<file path="src/rtl/bus_arbiter.sv">
// Two-master round-robin bus arbiter with registered, mutually exclusive grants.
// Define ARB_TIMEOUT_EN to compile in the hold counter and timeout preemption.
module bus_arbiter #(
  parameter int MAX_HOLD  = 8,
  parameter int CNT_WIDTH = 4
) (
  input  logic clk,
  input  logic rst,
  input  logic req1,
  input  logic req2,
  input  logic done,
  output logic gnt1,
  output logic gnt2,
  output logic master_select,
  output logic busy,
  output logic preempt
);

  typedef enum logic [1:0] {
    IDLE = 2'b00,
    OWN1 = 2'b01,
    OWN2 = 2'b10
  } state_e;

  state_e r_state;
  state_e w_state_nxt;
  logic   r_last_m1;      // 1: master1 was served last, 0: master2
  logic   r_sel;
  logic   w_sel_nxt;
  logic   w_last_m1_nxt;
  logic   w_own_req;
  logic   w_other_req;
  logic   w_release;
  logic   w_hold_full;
  logic   w_hold_clr;
  logic   w_timeout;

  assign w_own_req   = (r_state == OWN1) ? req1 : req2;
  assign w_other_req = (r_state == OWN1) ? req2 : req1;
  assign w_release   = done || !w_own_req;
  assign w_timeout   = (r_state != IDLE) && !w_release && w_hold_full && w_other_req;

  // NOTE: every always_comb output gets a default first so no path can infer a latch.
  always_comb begin
    w_state_nxt = r_state;
    w_hold_clr  = 1'b0;
    case (r_state)
      IDLE: begin
        w_hold_clr = 1'b1;
        if (req1 && (!req2 || !r_last_m1)) w_state_nxt = OWN1;
        else if (req2)                     w_state_nxt = OWN2;
      end
      OWN1, OWN2: begin
        if (w_release) begin
          w_hold_clr = 1'b1;
          if (w_other_req)    w_state_nxt = (r_state == OWN1) ? OWN2 : OWN1;
          else if (!w_own_req) w_state_nxt = IDLE;
        end else if (w_timeout) begin
          w_hold_clr  = 1'b1;
          w_state_nxt = (r_state == OWN1) ? OWN2 : OWN1;
        end
      end
      default: w_state_nxt = IDLE;
    endcase
  end

  // The mux select and the fairness pointer both hold their value through IDLE.
  always_comb begin
    w_sel_nxt     = r_sel;
    w_last_m1_nxt = r_last_m1;
    if (w_state_nxt == OWN1) begin
      w_sel_nxt     = 1'b1;
      w_last_m1_nxt = 1'b1;
    end else if (w_state_nxt == OWN2) begin
      w_sel_nxt     = 1'b0;
      w_last_m1_nxt = 1'b0;
    end
  end

  // NOTE: sequential state uses non-blocking assignments so all registers update together.
  always_ff @(posedge clk or negedge rst) begin
    if (!rst) begin
      r_state   <= IDLE;
      r_last_m1 <= 1'b0;
      r_sel     <= 1'b1;
    end else begin
      r_state   <= w_state_nxt;
      r_last_m1 <= w_last_m1_nxt;
      r_sel     <= w_sel_nxt;
    end
  end

`ifdef ARB_TIMEOUT_EN
  localparam logic [CNT_WIDTH-1:0] HOLD_LAST = CNT_WIDTH'(MAX_HOLD - 1);

  logic [CNT_WIDTH-1:0] r_hold;
  logic                 r_preempt;

  assign w_hold_full = (r_hold == HOLD_LAST);

  always_ff @(posedge clk or negedge rst) begin
    if (!rst) begin
      r_hold    <= '0;
      r_preempt <= 1'b0;
    end else begin
      r_preempt <= w_timeout;
      if (w_hold_clr)        r_hold <= '0;
      else if (!w_hold_full) r_hold <= r_hold + 1'b1;
    end
  end

  assign preempt = r_preempt;
`else
  logic w_unused_cfg;

  assign w_hold_full  = 1'b0;
  assign w_unused_cfg = ^{w_hold_clr, (MAX_HOLD == CNT_WIDTH)};
  assign preempt      = 1'b0;
`endif

  assign gnt1          = (r_state == OWN1);
  assign gnt2          = (r_state == OWN2);
  assign busy          = (r_state != IDLE);
  assign master_select = r_sel;

endmodule

</file>
<file path="config.mk">
export PLATFORM = sky130hd
export DESIGN_NAME = bus_arbiter
export DESIGN_NICKNAME = d
export VERILOG_FILES = /design/src/rtl/bus_arbiter.sv
export SDC_FILE = /design/constraint.sdc
export NUM_CORES = 1
export LEC_CHECK = 0
export ABC_AREA = 1
export BUFFER_PORTS_ARGS = -buffer_cell sky130_fd_sc_hd__buf_2
export CORE_AREA = 4 4 41 43
export DETAILED_ROUTE_END_ITERATION = 7
export DIE_AREA = 0 0 45 47
export SLEW_MARGIN = 25
export SYNTH_ARGS = -nofsm -noshare
export SYNTH_HDL_FRONTEND = slang
export SYNTH_SLANG_ARGS = --single-unit
</file>
<file path="constraint.sdc">
create_clock -name clk -period 2.38 [get_ports clk]
set_clock_uncertainty 0.15 [all_clocks]
set_input_delay 0.119 -clock clk [delete_from_list [all_inputs] [get_ports clk]]
set_output_delay 0.119 -clock clk [all_outputs]
set_load 0.05 [all_outputs]
</file>
==> flow_summary.toml <==
[detailed_routing]
drtIter0Drc = 2
vias = 353
post-route-drc-count = 0
drt-wirelength-per-cell_um = 9.11
postRouteAntennaNets = 0
wirelength_um = 738
via_per_inst = 4.36
drt_first_pass_iters = 2

[clock_tree]
cts_sinks = 4
clkLatencyLatePin_ns = 0.24
h-tree-depth = 1
cts-root-buf = "clkbuf_4"
path_clk_slew_ns = 0.04
cts_inserted_buffers = 3
cts_tree = "yes"
ctsLongestPathBuffers = 2

[yosys]
synth-edff-count = 0
syn_inst = 54
synth_area_per_cell_um2 = 6.95
synthDistinctLibCells = 16
synthTopCellsByArea = "dfrtp_1 20%, ha_1 17%, nand2_1 16%"
postSynth.asyncResetShare_pct = 100
ys_seq_area_share_pct = 27.0
yosysMostFrequentCell = "nand2_1"
synth_ff_type = "dfrtp_1"
yosys.area.top_type = "dfrtp_1"
yosysWarnings = 0
synth-seq-cells = 4
synthTopCellsByCount = "16 x nand2_1, 10 x inv_1, 5 x ha_1"
netlist_area_um2 = 375
synth_nets = 64
synth.top_cell.area_share_pct = 20.0

[floorplanning]
core-area_um2 = 1300
die_h_um = 47
start_util_pct = 28.8
fp.dieW_um = 45
die_area_um2 = 2120
ioPinCount = 10
std_cell_rows = 13

[placement]
place_hpwl_um = 617
gp_congestion = 0.797
port_buffers = 8

[sta]
final_max_slew_viol_count = 0
tns_ns = 0
setup_viol = 0
timing.final.hold_violations = 0
period_needed_ns = 2.06
max_freq_mhz = 485
rsz0062_at_grt = "no"
fin_crit_sh_pct = 86.6

[pwr]
power_density_nw_per_um2 = 1430
worst_ir_drop_vdd_v = 0.000541
p_leak_nw = 0.268

[finish]
drive_above_1_share_pct = 33.3
postLayoutCoreUtil_pct = 35.8
area_delta_synth_final_pct = 24.0
num_antenna_cells = 0
nets = 77

[global_routing]
grt_antenna_before_repair = 0
grt_pass1_wl_mm = 1.32
grt_usage_pct = 8.87
grt_overflow_total = 0
grt_max_degree = 7
grt_pass1_vias = 343

[status]
status = "completed"

[worst_hold_path]
hold_path.class = "input pin to async pin"

[setup_path]
worstPathCellList = "inv_1 -> ha_2 -> inv_2 -> nand2_2 -> nand3_2 -> a21oi_2 -> nand2_1 -> a21oi_1 -> ha_1 -> inv_1 -> nand2_1 -> o21ai_0"
cp.required_ns = 2.39
crit_fanout = 6
worstSetupPathType = "flip-flop to flip-flop"
endpoint_kind = "flip-flop"
arrival_ns = 2.07
cp_slowest_cell = "dfrtp_1"
start_kind = "flip-flop"
cpPeakStageDelay_ns = 0.40

[flow_run]
drv_cap = 0
## metal layers
layer / vias up / wire (um) / part of all wire [%] / track usage [%]
li1: 185 / - / - / -
met1: 157 / 344 / 47 / 10.5
met2: 9 / 346 / 47 / 13.6
met3: 2 / 28 / 3.8 / 1.15
met4: 0 / 19 / 2.6 / 8.77
met5: - / 0 / 0 / 0
## timing repair
| action | CTS | global route |
|---|---|---|
| endpoints found under the setup margin | 0 | 1 |
| hold buffers | 1 | 0 |
| resized for setup | 0 | 1 |
| setup buffers | 0 | 0 |
| endpoints found under the hold margin | 4 | 0 |
## area by class of cell
type                            instances  area, um^2
Fill cell                             160         836
Multi-Input combinational cell         37         224
Sequential cell                         4         101
Timing Repair Buffer                    9        50.0
Inverter                               12        45.0
Clock buffer                            4        26.3
Tap cell                               15        18.8
## registers in the layout, indices dropped and copies added (netlist names)
name,flops
r_state,2
master_select,1
r_last_m1,1
## path summary, 6_finish.rpt
kind	startpoint	endpoint	slack, ns	depth (start not counted)
max reg2reg	r_state[1]	r_last_m1	0.32	12
max	r_state[1]	r_last_m1	0.32	12
min reg2reg	master_select	master_select	0.31	2
min	rst	r_state[1]	0.07	2
max in group asynchronous	rst	master_select	1.80	2
min in group clk	req2	r_state[0]	0.14	4
## stage by stage
step           cells  worst slack [ns]  hold slack, ns  instance area (um^2)  power [mW]
6_report          81             0.320          0.0692                   465       0.663
5_1_grt           81            0.0432          0.0830                   465       0.739
4_1_cts           81             0.251          0.0561                   463       0.676
3_5_place_dp      76             0.260          -0.220                   427       0.576
3_3_place_gp      76             0.323          -0.221                   427       0.571
2_1_floorplan     54            0.0219          -0.327                   375       0.496
## power breakdown
part / leakage, nW / internal [mW] / switching (mW) / total, mW
registers: 0.0487 / 0.105 / 0.0210 / 0.126
clock network: 0.0150 / 0.0630 / 0.0295 / 0.0925
logic: 0.205 / 0.138 / 0.307 / 0.445
## cell families (layout without fill, tap and decap cells)
group,after synthesis,in the layout,share of synthesized area (%)
flip-flops,4,4,27.0
AO/OA/AOI/OAI,8,8,13.3
adder cells (fa/ha/maj),5,5,16.7
buffers and inverters,13,25,14.0
other,1,1,0.999
AND/OR/NAND/NOR,23,23,28.0
## worst max-delay path: cells and delay by family, from the launching register on
family          cells  cell delay [ns]
compound gates      3             0.38
flops               1             0.40
simple gates        4             0.30
buf+inv             3             0.24
fa+ha+maj           2             0.51
## layout by cell type, fill, tap and decap left out
master and count:
a21oi_1 1, a21oi_2 2, buf_2 8, clkbuf_1 1, clkbuf_4 3, conb_1 1, dfrtp_1 3, dfstp_2 1
dlygate4sd3_1 1, ha_1 4, ha_2 1, inv_1 10, inv_2 2, nand2_1 16, nand2_2 3, nand3_1 2
nand3_2 1, nor2_2 1, o211ai_1 1, o21ai_0 4
Note: power is estimated with default switching activity, not from simulation.
